`src/rtl/fc_mulxnor_fold_pipe_if.sv`:
```
// Bus bundle for the folded XNOR/AND unary multiplier stage: job control,
// input bitstream, weights and the tagged product stream to the adder tree.
interface fc_mulxnor_fold_pipe_if #(
    parameter int IDIM = 4,
    parameter int ODIM = 4,
    parameter int FOLD = 2
) ();
    localparam int OPF = ODIM / FOLD;
    localparam int FW  = (FOLD > 1) ? $clog2(FOLD) : 1;

    logic                   start;
    logic                   mode;
    logic                   iValid;
    logic                   iReady;
    logic [IDIM-1:0]        iBit;
    logic [ODIM*IDIM-1:0]   wBit;
    logic                   oValid;
    logic [OPF*IDIM-1:0]    oFmbs;
    logic [FW-1:0]          oFold;
    logic                   oLast;
    logic                   done;

    modport master (
        output start, mode, iValid, iBit, wBit,
        input  iReady, oValid, oFmbs, oFold, oLast, done
    );

    modport slave (
        input  start, mode, iValid, iBit, wBit,
        output iReady, oValid, oFmbs, oFold, oLast, done
    );
endinterface

```
`src/rtl/fc_mulxnor_fold_pipe.sv`:
```
// Folded, pipelined unary fully-connected multiplier stage.
// ODIM outputs are served in FOLD passes of BLEN valid input cycles each; every
// accepted cycle multiplies the input bits by the active fold's weight slice
// (XNOR bipolar / AND unipolar) and pushes the products through PIPE registers.
module fc_mulxnor_fold_pipe #(
    parameter int IDIM = 4,
    parameter int ODIM = 4,
    parameter int FOLD = 2,
    parameter int BLEN = 4,
    parameter int PIPE = 2
) (
    input  logic                      clk,
    input  logic                      rst,
    fc_mulxnor_fold_pipe_if.slave     io_bus
);
    localparam int OPF = ODIM / FOLD;
    localparam int PW  = OPF * IDIM;
    localparam int FW  = (FOLD > 1) ? $clog2(FOLD) : 1;
    localparam int CW  = (BLEN > 1) ? $clog2(BLEN) : 1;
    localparam logic [CW-1:0] CNT_LAST  = CW'(BLEN - 1);
    localparam logic [FW-1:0] FOLD_LAST = FW'(FOLD - 1);

    // DONE is the single cycle in which the drained pipeline reports completion.
    typedef enum logic [1:0] {
        ST_IDLE  = 2'd0,
        ST_RUN   = 2'd1,
        ST_DRAIN = 2'd2,
        ST_DONE  = 2'd3
    } state_t;

    // Product of one input cycle against the weight rows of the selected fold.
    function automatic logic [PW-1:0] f_product(
        input logic                 mode_b,
        input logic [IDIM-1:0]      bits,
        input logic [ODIM*IDIM-1:0] wts,
        input logic [FW-1:0]        fold_idx
    );
        logic [PW-1:0] p;
        logic          w;
        p = '0;
        for (int j = 0; j < OPF; j++) begin
            for (int i = 0; i < IDIM; i++) begin
                w = wts[(int'(fold_idx) * OPF + j) * IDIM + i];
                p[j*IDIM+i] = mode_b ? (bits[i] & w) : ~(bits[i] ^ w);
            end
        end
        return p;
    endfunction

    state_t           r_state;
    state_t           w_state_nxt;
    logic [CW-1:0]    r_cnt;
    logic [FW-1:0]    r_fold_cnt;
    logic             r_mode;
    logic [PIPE-1:0]  r_vld;
    logic [PIPE-1:0]  r_last;
    logic [PW-1:0]    r_data [PIPE];
    logic [FW-1:0]    r_fold [PIPE];

    logic             w_start_acc;
    logic             w_accept;
    logic             w_cnt_last;
    logic             w_fold_last;
    logic             w_job_end;
    logic             w_drain_empty;
    logic [PW-1:0]    w_prod;

    assign w_start_acc = (r_state == ST_IDLE) & io_bus.start;
    assign w_accept    = (r_state == ST_RUN) & io_bus.iValid;
    assign w_cnt_last  = (r_cnt == CNT_LAST);
    assign w_fold_last = (r_fold_cnt == FOLD_LAST);
    assign w_job_end   = w_accept & w_cnt_last & w_fold_last;
    assign w_prod      = f_product(r_mode, io_bus.iBit, io_bus.wBit, r_fold_cnt);

    // Pipeline will be empty next cycle once every stage but the last is empty
    // (nothing new enters while draining).
    always_comb begin
        w_drain_empty = 1'b1;
        for (int k = 0; k < PIPE - 1; k++) begin
            w_drain_empty = w_drain_empty & ~r_vld[k];
        end
    end

    // State register.
    always_ff @(posedge clk) begin
        if (rst) begin
            r_state <= ST_IDLE;
        end else begin
            r_state <= w_state_nxt;
        end
    end

    // Next-state logic: job start, end of final fold, drain completion.
    always_comb begin
        w_state_nxt = r_state;
        case (r_state)
            ST_IDLE:  w_state_nxt = w_start_acc   ? ST_RUN  : ST_IDLE;
            ST_RUN:   w_state_nxt = w_job_end     ? ST_DRAIN : ST_RUN;
            ST_DRAIN: w_state_nxt = w_drain_empty ? ST_DONE : ST_DRAIN;
            ST_DONE:  w_state_nxt = ST_IDLE;
            default:  w_state_nxt = ST_IDLE;
        endcase
    end

    // State-decoded handshake outputs and final pipeline stage to the bus.
    always_comb begin
        io_bus.iReady = 1'b0;
        io_bus.done   = 1'b0;
        case (r_state)
            ST_RUN:  io_bus.iReady = 1'b1;
            ST_DONE: io_bus.done   = 1'b1;
            default: io_bus.iReady = 1'b0;
        endcase
        io_bus.oValid = r_vld[PIPE-1];
        io_bus.oLast  = r_last[PIPE-1];
        io_bus.oFmbs  = r_data[PIPE-1];
        io_bus.oFold  = r_fold[PIPE-1];
    end

    // Bit and fold counters plus the mode latched when a job is accepted.
    always_ff @(posedge clk) begin
        if (rst) begin
            r_cnt      <= '0;
            r_fold_cnt <= '0;
            r_mode     <= 1'b0;
        end else if (w_start_acc) begin
            r_cnt      <= '0;
            r_fold_cnt <= '0;
            r_mode     <= io_bus.mode;
        end else if (w_accept) begin
            if (w_cnt_last) begin
                r_cnt      <= '0;
                r_fold_cnt <= w_fold_last ? '0 : (r_fold_cnt + FW'(1));
            end else begin
                r_cnt      <= r_cnt + CW'(1);
            end
        end
    end

    // Product pipeline; bubbles keep stage-0 data and carry valid=0, last=0.
    always_ff @(posedge clk) begin
        if (rst) begin
            r_vld  <= '0;
            r_last <= '0;
            for (int k = 0; k < PIPE; k++) begin
                r_data[k] <= '0;
                r_fold[k] <= '0;
            end
        end else begin
            r_vld[0]  <= w_accept;
            r_last[0] <= w_accept & w_cnt_last;
            r_data[0] <= w_accept ? w_prod : r_data[0];
            r_fold[0] <= w_accept ? r_fold_cnt : r_fold[0];
            for (int k = 1; k < PIPE; k++) begin
                r_vld[k]  <= r_vld[k-1];
                r_last[k] <= r_last[k-1];
                r_data[k] <= r_data[k-1];
                r_fold[k] <= r_fold[k-1];
            end
        end
    end
endmodule
```
`src/flat_wrapper.sv`:
```
// flat-port wrapper written by rule: the top's interface ports become plain ports
module fc_mulxnor_fold_pipe_flat 
#(
    parameter int IDIM = 4,
    parameter int ODIM = 4,
    parameter int FOLD = 2,
    parameter int BLEN = 4,
    parameter int PIPE = 2
)
  (clk, rst, io_bus_start, io_bus_mode, io_bus_iValid, io_bus_iBit, io_bus_wBit, io_bus_iReady, io_bus_oValid, io_bus_oFmbs, io_bus_oFold, io_bus_oLast, io_bus_done);
  fc_mulxnor_fold_pipe_if #(.IDIM(IDIM), .ODIM(ODIM), .FOLD(FOLD)) io_bus_i ();
  input  logic clk;
  input  logic rst;
  input wire logic [$bits(io_bus_i.start)-1:0] io_bus_start;
  input wire logic [$bits(io_bus_i.mode)-1:0] io_bus_mode;
  input wire logic [$bits(io_bus_i.iValid)-1:0] io_bus_iValid;
  input wire logic [$bits(io_bus_i.iBit)-1:0] io_bus_iBit;
  input wire logic [$bits(io_bus_i.wBit)-1:0] io_bus_wBit;
  output wire logic [$bits(io_bus_i.iReady)-1:0] io_bus_iReady;
  output wire logic [$bits(io_bus_i.oValid)-1:0] io_bus_oValid;
  output wire logic [$bits(io_bus_i.oFmbs)-1:0] io_bus_oFmbs;
  output wire logic [$bits(io_bus_i.oFold)-1:0] io_bus_oFold;
  output wire logic [$bits(io_bus_i.oLast)-1:0] io_bus_oLast;
  output wire logic [$bits(io_bus_i.done)-1:0] io_bus_done;
  assign io_bus_i.start = io_bus_start;
  assign io_bus_i.mode = io_bus_mode;
  assign io_bus_i.iValid = io_bus_iValid;
  assign io_bus_i.iBit = io_bus_iBit;
  assign io_bus_i.wBit = io_bus_wBit;
  assign io_bus_iReady = io_bus_i.iReady;
  assign io_bus_oValid = io_bus_i.oValid;
  assign io_bus_oFmbs = io_bus_i.oFmbs;
  assign io_bus_oFold = io_bus_i.oFold;
  assign io_bus_oLast = io_bus_i.oLast;
  assign io_bus_done = io_bus_i.done;
  fc_mulxnor_fold_pipe #(.IDIM(IDIM), .ODIM(ODIM), .FOLD(FOLD), .BLEN(BLEN), .PIPE(PIPE)) u_core (.clk(clk), .rst(rst), .io_bus(io_bus_i));
endmodule
```
`config.mk`:
```
export PLATFORM = sky130hd
export DESIGN_NAME = fc_mulxnor_fold_pipe_flat
export DESIGN_NICKNAME = d
export VERILOG_FILES = /design/src/rtl/fc_mulxnor_fold_pipe_if.sv /design/src/rtl/fc_mulxnor_fold_pipe.sv /design/src/flat_wrapper.sv
export SDC_FILE = /design/constraint.sdc
export NUM_CORES = 1
export LEC_CHECK = 0
export CELL_PAD_IN_SITES_DETAIL_PLACEMENT = 1
export CELL_PAD_IN_SITES_GLOBAL_PLACEMENT = 1
export CORE_MARGIN = 10
export CORE_UTILIZATION = 38
export CTS_CLUSTER_DIAMETER = 50
export DETAILED_ROUTE_END_ITERATION = 8
export GPL_ROUTABILITY_DRIVEN = 0
export HOLD_SLACK_MARGIN = 0.12
export PLACE_DENSITY = 0.88
export SLEW_MARGIN = 20
export SYNTH_ARGS = -nofsm -noshare
export SYNTH_HDL_FRONTEND = slang
export SYNTH_SLANG_ARGS = --single-unit
```
`constraint.sdc`:
```
create_clock -name clk -period 3.38 [get_ports clk]
set_input_delay 0.338 -clock clk [delete_from_list [all_inputs] [get_ports clk]]
set_output_delay 0.338 -clock clk [all_outputs]
set_load 0.01 [all_outputs]
```
==> reports/metrics.cfg <==
[detailed_routing]
antenna_left=0
first_iter_violations=82
drcViolationCount=0
totalWireLength_um=3030
vias=996
via_per_inst=4.83
avgRoutedWirePerCell_um=14.7
drt_first_pass_iters=4

[synthesis]
ys_seq_elements=28
synth_nets=169
synthCells=135
yosys_warnings=0
syn_area_per_cell_um2=10.1
ys_seq_area_share_pct=41.1
synth_area_um2=1360
yosysUniqueCellTypes=34

[clock_tree]
clkLatencyLatePin_ns=0.33
cts_resized=0
post_cts_buffers=0
clock_tree.buffer_depth=2
cts_tree=done
cts.sinks=28
cts_hold_buf=0
htreeDepth=1
cts_inserted_buffers=3
clk_pin_slew_worst_paths_ns=0.14
cts_root_buf=clkbuf_4

[timing]
setup_violations=0
grt_setup_unrepaired=no
max_freq_mhz=515
fin_hold_ws_ns=0.466
period_minus_slack_ns=1.94
setup_tns_ns=0
fin_ws_ns=1.44
slew_violations=0
worst_pin_slew_ns=0.955
finClkSkew_ns=0.00318
hold_viol=0
post-route-period-util_pct=57.5
timing.slew.headroom_pct=36.1

[die]
start_util_pct=40.2
die_h_um=79.9
io_pins=38
rows=21
die_area_um2=6380
coreArea_um2=3390
die_x_um=79.9

[critical_path]
cp.required_ns=3.04
rrSetupSlack_ns=1.56
reg2reg_from=u_core.r_fold_cnt
start_kind=flip-flop
critPathKind=reg -> out
crit_arrival_ns=1.61
worstRegToRegCells=5
crit_path_end_kind=primary output
r2r_end=u_core.r_data[0][5]
cp_max_fo=9

[grt]
grt_max_degree=27
overflow=0
grt_pass1_vias=1104
grt_first_pass_wirelength_um=5200
antenna_found_initial=0
grt_usage_pct=9.95

[layout]
mostFrequentLayoutCell=clkdlybuf4s50_1
syn_to_final_growth_pct=26.0
utilization_pct=50.6
mostFrequentLayoutCells=clkdlybuf4s50_1, dfxtp_1, nor2_1
drive_gt1_share_pct=18.1
fillers=384
finalNetCount=195
num_antenna_cells=0

[power]
static-leakage-power_nw=0.639
peakVddDrop_mv=0.145
p_per_area_nw_per_um2=356

[min_path]
holdPathEnd=u_core.r_last[1]
hold_depth=1
min_from=u_core.r_last[0]
hold_class=reg -> reg

[placed_design]
place_ws_ns=1.37
portBuffers=37
dp_hpwl_um=2360

[run]
maxCapViolCount=0

[outcome]
status=completed

-- worst max-delay path by stage --
stage	slack, ns	end	startpoint	cells after the start
2_1_floorplan	1.90	u_core.r_data[0][1]	u_core.r_fold_cnt	6
3_3_place_gp	1.43	u_core.r_state[0]	rst	3
3_5_place_dp	1.37	u_core.r_state[0]	rst	3
4_1_cts	1.43	io_bus_done	u_core.r_state[0]	2
5_1_grt	1.35	io_bus_done	u_core.r_state[0]	2
6_report	1.44	io_bus_done	u_core.r_state[0]	2
-- cell usage after synthesis, drive strengths merged --
master	count	area share, %
dfxtp	28	41
nor2	18	5.0
buf	14	7.4
nor2b	11	5.1
ha	9	8.3
mux2	8	6.6
nand2	7	1.9
a211oi	6	5.1
nor3	6	4.0
a21oi	5	2.7
and2	4	1.9
o21ai	3	1.1
clkbuf	2	0.64
or3	2	0.92
and2b	1	0.64
and3b	1	0.64
mux2i	1	0.73
nand2b	1	0.46
nand3b	1	1.5
nand4	1	0.46
nand4b	1	0.64
nor3b	1	0.92
o21a	1	0.55
o31ai	1	0.55
or2	1	0.46
xor2	1	0.64
-- registers in the layout, summed over array words and instances (netlist names), named ones only --
signal             flops
u_core.r_fold          2
u_core.r_state         1
u_core.r_vld           2
u_core.r_fold_cnt      1
u_core.r_data         16
u_core.r_last          2
u_core.r_cnt           2
u_core.r_mode          1
-- kinds of logic (layout without fill, tap and decap cells) --
family                     Yosys count  after routing  share of synthesized area, %
AOI/OAI and AO/OA                   16             16                          10.0
xor gates and xnor gates             1              1                         0.643
adders and majority gates            9              9                          8.26
buffers and inverters               16             41                          8.08
DFF                                 28             28                          41.1
muxes                                9              9                          7.35
and+or+nand+nor                     56             56                          24.5
-- per-stage QoR --
stage / power [mW] / std cells / instance area, um2
detailed placement: 0.459 / 202 / 1680
floorplan: 0.417 / 135 / 1360
CTS: 0.613 / 206 / 1720
global route: 0.645 / 206 / 1720
finish: 0.612 / 206 / 1720
global placement: 0.453 / 202 / 1680
-- per-layer routing --
| metal | wire length [um] | GRT usage (%) | up-vias |
|---|---|---|---|
| met1 | 1280 | 11.3 | 475 |
| met4 | 46 | 4.23 | 0 |
| met3 | 131 | 2.25 | 4 |
| li1 | - | - | 495 |
| met2 | 1580 | 17.3 | 22 |
| met5 | 0 | 0 | - |
-- power breakdown --
group	internal [mW]	switching [mW]
clock	0.0660	0.0951
combinational	0.0567	0.0403
sequential	0.343	0.0109
total	0.465	0.146
-- final cells by class --
cell class / instances / area [um2] / share of cell area (%)
Timing Repair Buffer: 37 / 370 / 21.6
Multi-Input combinational cell: 91 / 692 / 40.3
Clock buffer: 4 / 36.3 / 2.11
Tap cell: 46 / 57.6 / 3.35
Sequential cell: 28 / 561 / 32.7
-- critical path, stage by stage (launching register included) --
cell	delay [ns]
dfxtp_1	0.55
and2_2	0.20
clkdlybuf4s50_1	0.53
Power figures use the tool's default switching activity.
